$ cat config.mk
export PLATFORM = sky130hd
export DESIGN_NAME = mire_sdram_writer
export DESIGN_NICKNAME = d
export VERILOG_FILES = /design/src/rtl/mire_sdram_writer.sv
export SDC_FILE = /design/constraint.sdc
export NUM_CORES = 1
export LEC_CHECK = 0
export BUFFER_PORTS_ARGS = -buffer_cell sky130_fd_sc_hd__buf_2
export CORE_MARGIN = 2
export CORE_UTILIZATION = 50
export DETAILED_ROUTE_END_ITERATION = 16
export GPL_ROUTABILITY_DRIVEN = 0
export GPL_TIMING_DRIVEN = 0
export PLACE_DENSITY = 0.74
export SLEW_MARGIN = 40
export SYNTH_ARGS = -nofsm -noshare
export SYNTH_HDL_FRONTEND = slang
export SYNTH_SLANG_ARGS = --single-unit
$ cat constraint.sdc
create_clock -name sys_clk -period 2.77 [get_ports sys_clk]
set_clock_uncertainty 0.1 [all_clocks]
set_input_delay 0.277 -clock sys_clk [delete_from_list [all_inputs] [get_ports sys_clk]]
set_output_delay 0.277 -clock sys_clk [all_outputs]
set_load 0.01 [all_outputs]
$ cat src/rtl/mire_sdram_writer.sv
// Avalon-MM write master that paints a grid test pattern ("mire") into the SDRAM framebuffer.
// Define MIRE_CONTINUOUS_EN to rewrite the frame forever after the first start.
module mire_sdram_writer #(
  parameter int          HDISP     = 800,
  parameter int          VDISP     = 480,
  parameter logic [31:0] BASE_ADDR = 32'h0000_0000,
  parameter int          GRID_LOG2 = 4
) (
  input  logic        sys_clk,
  input  logic        sys_rst_n,
  input  logic        start,
  output logic [31:0] avm_address,
  output logic        avm_write,
  output logic [31:0] avm_writedata,
  output logic [3:0]  avm_byteenable,
  input  logic        avm_waitrequest,
  output logic        busy,
  output logic        done
);

  localparam int XW = (HDISP > 1) ? $clog2(HDISP) : 1;
  localparam int YW = (VDISP > 1) ? $clog2(VDISP) : 1;
  localparam logic [XW-1:0] X_LAST = XW'(HDISP - 1);
  localparam logic [YW-1:0] Y_LAST = YW'(VDISP - 1);
  localparam logic [XW-1:0] X_MASK = XW'((1 << GRID_LOG2) - 1);
  localparam logic [YW-1:0] Y_MASK = YW'((1 << GRID_LOG2) - 1);
  localparam logic [31:0]   PIX_LINE = 32'h00FF_FFFF;
  localparam logic [31:0]   PIX_BG   = 32'h0000_0000;

  typedef enum logic [1:0] {
    IDLE  = 2'd0,
    WRITE = 2'd1,
    DONE  = 2'd2
  } state_t;

  state_t        state_q;
  logic [XW-1:0] x_q, x_d;
  logic [YW-1:0] y_q, y_d;
  logic [31:0]   addr_q;
  logic [31:0]   data_q;
  logic [3:0]    be_q;
  logic          write_q;
  logic          busy_q;
  logic          done_q;
  logic          accept_s;
  logic          last_s;
  logic          grid_s;

  // Next pixel coordinates and the colour of that pixel, used when a word is accepted.
  always_comb begin
    x_d      = x_q + XW'(1);
    y_d      = y_q;
    accept_s = write_q & ~avm_waitrequest;
    last_s   = (x_q == X_LAST) && (y_q == Y_LAST);
    if (x_q == X_LAST) begin
      x_d = '0;
      y_d = y_q + YW'(1);
    end else begin
      x_d = x_q + XW'(1);
    end
    grid_s = ((x_d & X_MASK) == '0) || ((y_d & Y_MASK) == '0);
  end

  // Frame sequencer; every Avalon output is a register so it holds steady during stalls.
  always_ff @(posedge sys_clk or negedge sys_rst_n) begin
    if (!sys_rst_n) begin
      state_q <= IDLE;
      x_q     <= '0;
      y_q     <= '0;
      addr_q  <= BASE_ADDR;
      data_q  <= 32'h0000_0000;
      be_q    <= 4'h0;
      write_q <= 1'b0;
      busy_q  <= 1'b0;
      done_q  <= 1'b0;
    end else begin
      case (state_q)
        IDLE: begin
          done_q <= 1'b0;
          if (start) begin
            state_q <= WRITE;
            x_q     <= '0;
            y_q     <= '0;
            addr_q  <= BASE_ADDR;
            data_q  <= PIX_LINE;
            be_q    <= 4'hF;
            write_q <= 1'b1;
            busy_q  <= 1'b1;
          end else begin
            state_q <= IDLE;
          end
        end
        WRITE: begin
          if (accept_s) begin
            if (last_s) begin
              state_q <= DONE;
              write_q <= 1'b0;
              be_q    <= 4'h0;
              data_q  <= 32'h0000_0000;
              busy_q  <= 1'b0;
              done_q  <= 1'b1;
            end else begin
              x_q    <= x_d;
              y_q    <= y_d;
              addr_q <= addr_q + 32'd4;
              data_q <= grid_s ? PIX_LINE : PIX_BG;
            end
          end else begin
            state_q <= WRITE;
          end
        end
        DONE: begin
          done_q <= 1'b0;
`ifdef MIRE_CONTINUOUS_EN
          state_q <= WRITE;
          x_q     <= '0;
          y_q     <= '0;
          addr_q  <= BASE_ADDR;
          data_q  <= PIX_LINE;
          be_q    <= 4'hF;
          write_q <= 1'b1;
          busy_q  <= 1'b1;
`else
          state_q <= IDLE;
          addr_q  <= BASE_ADDR;
`endif
        end
        default: begin
          state_q <= IDLE;
          write_q <= 1'b0;
          be_q    <= 4'h0;
          busy_q  <= 1'b0;
          done_q  <= 1'b0;
        end
      endcase
    end
  end

  assign avm_address    = addr_q;
  assign avm_write      = write_q;
  assign avm_writedata  = data_q;
  assign avm_byteenable = be_q;
  assign busy           = busy_q;
  assign done           = done_q;

endmodule

# Word-level counts from Yosys, hierarchy flattened
# Cells that the tools add are included.
# Widths: inputs -> output; s select.
word_totals:
  out_inout_bits: 71
  ram_bits: 0
  mem_count: 0
  reg_bits: 91
  inputBits: 4
  latch_bits: 0
  rom_bits: 0
op_classes:
  shifts: 0
  div: 0
  n_reduce_logical: 13
  multipliers: 0
  mux: 34
  n_bitwise: 3
  eq_ne: 10
  n_lt_le_gt_ge: 0
  add_sub_neg: 3
op_table:
  columns: ["cell", "n"]
  rows:
  - ["$mux 32", 5]
  - ["$pmux 32 s3", 1]
  - ["$pmux 32 s2", 1]
  - ["$mux 24", 2]
  - ["$mux 10", 4]
  - ["$mux 9", 4]
  - ["$add 32x3->32 const B", 1]
  - ["$pmux 10 s2", 1]
  - ["$pmux 9 s2", 1]
  - ["$mux 4", 3]
  - ["$pmux 4 s3", 1]
  - ["$reduce_and 4->1", 3]
  - ["$add 10x1->10 const B", 1]
  - ["$eq 10x10->1 const B", 1]
  - ["$logic_not 10->1", 1]
  - ["$ne 2x2->1 const B", 5]
  - ["$add 9x1->9 const B", 1]
  - ["$eq 9x9->1 const B", 1]
  - ["$logic_not 9->1", 1]
  - ["$mux 1", 7]
  - ["$reduce_and 5->1", 1]
  - ["$mux 2", 2]
  - ["$pmux 2 s2", 1]
  - ["$ne 3x3->1 const B", 1]
  - ["12 further kinds", 13]

# Logic depth before layout (Yosys ltp)
# Gate-level depths: netlist (run 1).
depth:
  word_depth: 8
  depth_mapped: 8
  depth_no_buf: 6

# Least setup slack after synthesis (run 1)
# Ideal clock, no wire load.
synth_timing:
  path_kind: "register to register"
  startpoint: "register x_q[0]"
  endpoint: "register addr_q[18], in the netlist avm_address[18]"
  t_arrival_ps: 1928
  stages_incl_launch_ff: 9
  setup_ps: 120
  path_slack_ps: 622
  n_path_buf: 2
  required_ps: 2550
  path_cell_list: "dfrtp_1 -> ha_1 -> nand4_1 -> nor3_1 -> buf_2 -> a211oi_1 -> clkbuf_1 -> a21oi_1 -> a31o_2"
synth_via:
  elab_chain_cells: 4
synth_rtl:
  columns: ["item", "line_no", "text"]
  rows:
  - ["start, declared", "37", "logic [XW-1:0] x_q, x_d;"]
  - ["start signal, assigned", "68", "x_q <= '0;"]
  - ["start signal, assigned", "82", "x_q <= '0;"]
  - ["start signal, assigned", "103", "x_q <= x_d;"]
  - ["$eq 10x10->1", "54", "last_s = (x_q == X_LAST) && (y_q == Y_LAST);"]
  - ["$logic_and 1x1->1", "54", null]
  - ["$ne 2x2->1 (no source line)", null, null]
  - ["$reduce_and 4->1 (no source line)", null, null]
  - ["end signal, assigned", "105", "addr_q <= addr_q + 32'd4;"]
  - ["end, declared", "39", "logic [31:0] addr_q;"]
# Every way passes these cells.
# A chain may end at the register's enable or synchronous reset.

# Worst setup path in the final report (run 1)
layout_timing:
  startpoint: "register x_q[0]"
  endpoint: "register x_q[8]"
layout_via:
  elab_chain_cells: 5
  word_cells_on_any_way: 9
layout_rtl:
  columns: ["item", "line_no", "text"]
  rows:
  - ["$add 10x1->10 or $eq 10x10->1 (tied branches)", "59, 54, 55", null]
  - ["$mux 10", "55", "if (x_q == X_LAST) begin"]
  - ["$mux 10", "95", "if (last_s) begin"]
  - ["$mux 10", "94", "if (accept_s) begin"]
  - ["$pmux 10 s2", "77", "case (state_q)"]
# Several ways; a longest one is shown, not always the timed one. The select of a mux whose other input is x is not followed.

==> impl_metrics.csv, run 1 <==
group,metric,value,unit
status,outcome,"complete, no violations",
global_route,first_global_vias,2818,
layout,area.growth.synth_to_final,16.03,%
floorplan,initial_cell_density_of_the_core,0.5117,
cts,cts_tree,"built",
sta,period_share,0.9229,
yosys,synth_seq_area_share,0.3909,
global_route,largest_net_degree_at_the_start_of_global_routing,55,
critical_path,worstPathArrival,2650,ps
global_route,antenna_violations_before_repair,0,
cts,ctsLongestPathBuffers,2,
critical_path,timing.critical_path.from_type,"register",
yosys,ys_warn_count,0,
cts,cts.sink_count,54,
cts,postCtsSetupBuffers,0,
floorplan,io_pins,75,
cts,clock_tree.htree_level_count,2,
sta,timing.final.ws_setup,213.6,ps
floorplan,placementRows,30,
critical_path,path_max_fanout,10,
route,drt_pre_antenna_iters,5,
cts,clkSlewWorstSetupHoldPaths,100,ps
yosys,yosys_register_bits,54,
run,number_of_max_cap_violations,0,
floorplan,die-area,0.007595,mm²
sta,totalNegativeSetupSlack,0,ps
cts,worstSkewPairLatency,310,ps
route,drcViolationCount,0,
hold_path,hold_path_class,"in -> reg",
critical_path,worst_setup_path_end_kind,"register",
yosys,yosysMostFrequentCell,"sky130_fd_sc_hd__dfrtp_1",
route,detail_route.wl_per_cell,14.84,µm
sta,setup_viol,0,
layout,filler_cells,620,
critical_path,cpLargestDelayFamily,"simple AND/OR/NAND/NOR gates",
yosys,netlist_top_cells_count,"sky130_fd_sc_hd__dfrtp_1 (54), sky130_fd_sc_hd__nand2_1 (45), sky130_fd_sc_hd__buf_4 (40), sky130_fd_sc_hd__a21oi_1 (25), sky130_fd_sc_hd__o21ai_0 (25)",
layout,layout-drive-gt1-share,0.3054,
sta,report.final.slew_viol_count,0,
yosys,synth_enable_flop_cells,0,
yosys,netlist_top_cells_area,"sky130_fd_sc_hd__dfrtp_1 (39%), sky130_fd_sc_hd__buf_4 (8.7%), sky130_fd_sc_hd__nand2_1 (4.9%)",
sta,finalCriticalPeriod,2556,ps
power_and_ir_drop,power.leakage,1.788,nW
critical_path,critical-path-slowest-cell,"sky130_fd_sc_hd__nor2_1",
yosys,ys.flop_type,"sky130_fd_sc_hd__dfrtp_1",
global_route,global_route_wire_length_before_repair,13590,µm
layout,n_antenna_cell,0,
critical_path,worstPathCellList,"ha_1 > nand4_1 > nor3_1 > buf_2 > nor2_1 > nand2_1 > o31ai_1",
sta,fmax,391.2,MHz
placement,port_buffers,64,
global_route,grt-ovfl-total,0,
critical_path,timing_worst_setup_path_type,"reg -> reg",
yosys,yosys.area.top_type,"sky130_fd_sc_hd__dfrtp_1",
yosys,synth_cell_type_count,56,
critical_path,slowest_delay,460,ps
floorplan,dieHeight,87.15,µm
global_route,total_global_route_track_usage,0.2230,
placement,post-dp-hpwl,5981,µm
sta,hold_viol_final,0,
yosys,post_synth_instance_area,0.003457,mm²
cts,tritoncts.num_buffers,5,
power_and_ir_drop,peak_ir_drop_on_the_vdd_network,0.3385,mV
route,antenna_violating_nets_post_route,0,
yosys,synth-async-reset-ratio,1.000,
route,totalWireLength,8278,µm
yosys,netlist.area_leader.share,0.3909,
route,vias,3173,
sta,timing_worst_slew_pin_value,773.2,ps
cts,root_buffer,"sky130_fd_sc_hd__clkbuf_8",
sta,slew_headroom,0.4801,
floorplan,die_x,87.15,µm
layout,count_of_nets_after_finishing,485,
route,number_of_vias_per_cell,5.686,
critical_path,timing.critical_path.required,2870,ps
yosys,syn-mean-instance-area,8.708,µm²
sta,rsz_0062_raised_after_global_routing,"no",
floorplan,core-area,0.006756,mm²
placement,place_worst_setup_slack,269.5,ps
power_and_ir_drop,power-per-cell-area,507.9,mW/mm²
yosys,synthCells,397,
critical_path,critPathBufInv,1,
route,drt_iter0_drc,178,
## worst register-to-register path, stage by stage (launching register included)
cell	delay (ps)
sky130_fd_sc_hd__dfrtp_1	420
sky130_fd_sc_hd__ha_1	270
sky130_fd_sc_hd__nand4_1	260
sky130_fd_sc_hd__nor3_1	120
sky130_fd_sc_hd__buf_2	210
sky130_fd_sc_hd__nor2_1	460
sky130_fd_sc_hd__nand2_1	300
sky130_fd_sc_hd__o31ai_1	310
## cell usage in the layout (no fill, tap or decap), types with 3 or more instances in the layout
master	count
sky130_fd_sc_hd__a21oi_1	25
sky130_fd_sc_hd__a21oi_2	8
sky130_fd_sc_hd__a31o_2	5
sky130_fd_sc_hd__a31oi_1	6
sky130_fd_sc_hd__and3_1	3
sky130_fd_sc_hd__buf_2	67
sky130_fd_sc_hd__buf_4	41
sky130_fd_sc_hd__clkbuf_1	6
sky130_fd_sc_hd__clkbuf_8	5
sky130_fd_sc_hd__conb_1	10
sky130_fd_sc_hd__dfrtp_1	54
sky130_fd_sc_hd__ha_1	3
sky130_fd_sc_hd__inv_1	9
sky130_fd_sc_hd__nand2_1	45
sky130_fd_sc_hd__nand2b_1	7
sky130_fd_sc_hd__nand3_1	21
sky130_fd_sc_hd__nand3b_1	3
sky130_fd_sc_hd__nand4_1	13
sky130_fd_sc_hd__nor2_1	21
sky130_fd_sc_hd__nor2b_1	3
sky130_fd_sc_hd__nor3_1	10
sky130_fd_sc_hd__nor4_1	5
sky130_fd_sc_hd__o211ai_1	3
sky130_fd_sc_hd__o21ai_0	25
sky130_fd_sc_hd__o21ai_2	6
sky130_fd_sc_hd__o31ai_1	9
sky130_fd_sc_hd__o41ai_1	3
sky130_fd_sc_hd__or3_1	12
sky130_fd_sc_hd__or4_1	10
## power breakdown
part	total [mW]	switching (mW)	internal (mW)
sequential	0.964	0.103	0.861
clock	0.426	0.252	0.174
combinational	0.647	0.339	0.308
total	2.04	0.694	1.34
## per-stage QoR
stage	util	hold slack [ps]	total power, mW	std cells	area (µm²)
3_3_place_gp	0.5789	401.6	1.608	550	3911
3_5_place_dp	0.5793	267.9	1.624	550	3914
5_1_grt	0.5937	219.1	2.169	558	4011
2_1_floorplan	-	-118.6	1.410	406	3491
4_1_cts	0.5926	218.5	2.048	558	4004
6_report	0.5937	226.0	2.037	558	4011
## registers in the layout, summed over array words and instances (netlist names)
register,cells
avm_address,30
y_q,9
done,1
avm_writedata,1
x_q,10
avm_byteenable,1
state_q,2
## worst paths after layout
check | endpoint | cells after the start | start | slack, ps
max reg2reg | x_q[8] | 7 | x_q[0] | 210
min in group asynchronous | x_q[3] | 2 | sys_rst_n | 460
min | state_q[0] | 3 | start | 230
max | x_q[8] | 7 | x_q[0] | 210
max in group asynchronous | avm_address[8] | 2 | sys_rst_n | 1650
min reg2reg | done | 2 | done | 420
## metal layers
metal  up-vias  GRT usage  share of wire
met2        69     0.3567           0.47
met3         5    0.03507          0.046
met1      1516     0.3254           0.47
li1       1583          -              -
met4         0    0.03916         0.0080
met5         -          0              0
## area by class of cell
cell class	instances	area [µm²]	share of cell area
well taps	80	100.1	0.02495
flip-flops and latches	54	1351	0.3369
clock buffers	6	72.57	0.01809
clock inverters	1	7.507	0.001871
repair buffers	65	332.8	0.08297
inverters	9	33.78	0.008422
plain buffers	55	395.4	0.09857
multi-input cells	288	1718	0.4283
## logic make-up (layout without fill, tap and decap cells)
kind of cell / after synthesis / after routing / share of synthesized area
simple gates: 161 / 161 / 0.2425
fa+ha+maj: 3 / 3 / 0.01086
compound gates: 110 / 110 / 0.2204
mux: 1 / 1 / 0.002896
other cells: 1 / 10 / 0.001085
xor+xnor: 3 / 3 / 0.007602
flops: 54 / 54 / 0.3909
buf+inv: 64 / 136 / 0.1238
## timing repair
| action | in CTS | in global routing |
|---|---|---|
| hold buffers | 1 | 0 |
| endpoints found under the hold margin | 54 | 0 |
| setup endpoints to repair | 0 | 4 |
| gates resized for setup | 0 | 3 |
No activity file was read; power rests on OpenSTA's default activity.
==> run 2, diff against run 1 <==
PLACE_DENSITY = 0.77   (was 0.74)
clock period = 2.3 ns   (was 2.77 ns; I/O delays follow)
==> run 2 against run 1 <==
  * Sequential cell count unchanged
  * Critical path depth increased by 1
  * Power increased by 28%
  * Global-route usage increased by 0.49 points
  * Combinational power increased by 42%
  * Largest cell class unchanged
  * Worst setup slack got worse by 210 ps
  * Register-to-register slack got worse by 210 ps
  * Largest power group unchanged
==> impl_metrics.csv, run 2 (same netlist as run 1, synthesis figures left out) <==
group,metric,value,unit
status,outcome,"complete, no violations",
critical_path,source_of_the_worst_register_to_register_timing_path,"x_q[5]",
sta,report.final.slew_viol_count,0,
critical_path,path_max_fanout,6,
layout,area.growth.synth_to_final,25.55,%
cts,worstSkewPairLatency,320,ps
global_route,largest_net_degree_at_the_start_of_global_routing,55,
global_route,first_global_vias,2890,
sta,finalHoldWorstSlack,173.1,ps
layout,multi_input_area,0.001869,mm²
layout,register_area,0.001355,mm²
route,detail_route.wl_per_cell,15.83,µm
power_and_ir_drop,cellInternalPower,1.709,mW
sta,setup_viol,0,
route,number_of_vias_per_cell,5.865,
critical_path,timing_worst_setup_path_type,"reg -> reg",
critical_path,critPathLaunch,"x_q[5]",
route,totalWireLength,9117,µm
sta,slew_headroom,0.5411,
route,drcViolationCount,0,
power_and_ir_drop,power.sequential.fraction,0.445,
global_route,grt-ovfl-total,0,
sta,timing.final.ws_setup,6.101,ps
cts,cts_tree,"built",
floorplan,dieHeight,87.15,µm
sta,totalNegativeSetupSlack,0,ps
floorplan,die-area,0.007595,mm²
sta,rsz_0062_raised_after_global_routing,"yes",
placement,dpl_cell_area,0.003914,mm²
floorplan,core-area,0.006756,mm²
floorplan,placementRows,30,
placement,post-dp-hpwl,5977,µm
power_and_ir_drop,comb_power_share,0.350,
sta,finalCriticalPeriod,2294,ps
layout,final_cell_mix,"sky130_fd_sc_hd__buf_2 (65), sky130_fd_sc_hd__buf_4 (56), sky130_fd_sc_hd__dfrtp_1 (51)",
route,drt_iter0_drc,323,
route,antenna_violating_nets_post_route,0,
cts,cts.sink_count,54,
cts,tritoncts.num_buffers,5,
power_and_ir_drop,power_frac_clock,0.205,
layout,filler_cells,577,
critical_path,worstPathArrival,2450,ps
power_and_ir_drop,total_switching_power,0.9068,mW
sta,period_share,0.9973,
global_route,global_route_wire_length_before_repair,13800,µm
floorplan,io_pins,75,
sta,hold_viol_final,0,
critical_path,setup.reg_to_reg.worst_slack,6,ps
power_and_ir_drop,peak_ir_drop_on_the_vdd_network,0.3440,mV
layout,largest_register_ffs,30,
placement,place_worst_setup_slack,-200.0,ps
critical_path,worst_setup_path_end_kind,"register",
power_and_ir_drop,power.leakage,1.959,nW
route,drt_pre_antenna_iters,5,
hold_path,hold_path_class,"in -> reg",
cts,root_buffer,"sky130_fd_sc_hd__clkbuf_8",
layout,postLayoutCellArea,0.004340,mm²
sta,timing_worst_slew_pin_value,688.3,ps
layout,layout-drive-gt1-share,0.3911,
critical_path,timing.critical_path.required,2460,ps
layout,count_of_nets_after_finishing,503,
sta,fmax,435.9,MHz
power_and_ir_drop,power-per-cell-area,602.6,mW/mm²
global_route,antenna_violations_before_repair,0,
layout,final_common_cell,"sky130_fd_sc_hd__buf_2",
critical_path,timing.critical_path.from_type,"register",
global_route,total_global_route_track_usage,0.2278,
hold_path,hold_crit_start,"start",
cts,clock_tree.htree_level_count,2,
cts,clkSlewWorstSetupHoldPaths,100,ps
route,vias,3378,
placement,port_buffers,64,
floorplan,die_x,87.15,µm
floorplan,initial_cell_density_of_the_core,0.5117,
layout,n_antenna_cell,0,
cts,ctsLongestPathBuffers,2,
power_and_ir_drop,switching_share,0.3467,
run,number_of_max_cap_violations,0,
run 2: changes by cell type in the layout (fill, tap and decap cells not counted), moves of 3 or more:
cell and delta:
sky130_fd_sc_hd__dfrtp_2 +3, sky130_fd_sc_hd__buf_6 +3, sky130_fd_sc_hd__or3_4 +3, sky130_fd_sc_hd__a21oi_1 -3, sky130_fd_sc_hd__dfrtp_1 -3, sky130_fd_sc_hd__a21oi_2 +3, sky130_fd_sc_hd__buf_4 +15, sky130_fd_sc_hd__or3_1 -3
run 2: cell type report:
type,count,share of cell area
Timing Repair Buffer,84,0.1147
Multi-Input combinational cell,288,0.4307
Inverter,9,0.007783
Clock buffer,6,0.01672
Sequential cell,54,0.3122
Buffer,54,0.09311
Tap cell,80,0.02306
Clock inverter,1,0.001730
run 2: power groups by stage:
| stage | combinational (mW) | sequential [mW] | clock (mW) |
|---|---|---|---|
| final | 0.917 | 1.16 | 0.536 |
| after detailed placement | 0.783 | 1.18 | 0 |
| after floorplan | 0.525 | 1.17 | 0 |
| after CTS | 0.832 | 1.15 | 0.542 |
| after global routing | 0.993 | 1.18 | 0.589 |
| after global placement | 0.764 | 1.17 | 0 |
run 2: worst paths after layout:
kind,to,depth (start not counted)
worst min-delay path,state_q[0],3
max in group asynchronous,state_q[0],2
min in group asynchronous,x_q[3],2
worst max register to register,avm_address[17],8
worst max-delay path,avm_address[17],8
worst min register to register,x_q[9],1
run 2: stage by stage:
| stage | util | power [mW] | std cells |
|---|---|---|---|
| floorplan | - | 1.698 | 406 |
| global placement | 0.5789 | 1.935 | 550 |
| detailed placement | 0.5793 | 1.960 | 550 |
| CTS | 0.6072 | 2.525 | 565 |
| global route | 0.6424 | 2.763 | 576 |
| finish | 0.6424 | 2.616 | 576 |
run 2: timing repair:
item,in CTS,in global routing
gates cloned,1,1
endpoints found under the hold margin,54,0
pin swaps,2,5
hold buffers,1,0
gates resized for setup,11,33
endpoints found under the setup margin,42,48
buffers inserted,6,11
run 2: worst max-delay path, stage by stage (launching register included):
cell and delay [ps]:
sky130_fd_sc_hd__dfrtp_1 390, sky130_fd_sc_hd__buf_6 130, sky130_fd_sc_hd__or3_4 350, sky130_fd_sc_hd__or3_1 390
sky130_fd_sc_hd__buf_6 150, sky130_fd_sc_hd__o211ai_4 310, sky130_fd_sc_hd__clkbuf_16 230, sky130_fd_sc_hd__o31ai_2 70
sky130_fd_sc_hd__a21oi_2 110
run 2: layer usage:
| layer | GRT usage | part of all wire | vias up | wire length (µm) |
|---|---|---|---|---|
| li1 | - | - | 1612 | - |
| met1 | 0.3230 | 0.44 | 1639 | 3995 |
| met2 | 0.3650 | 0.49 | 117 | 4478 |
| met3 | 0.03412 | 0.056 | 10 | 511 |
| met4 | 0.06294 | 0.014 | 0 | 130 |
| met5 | 0 | 0 | - | 0 |
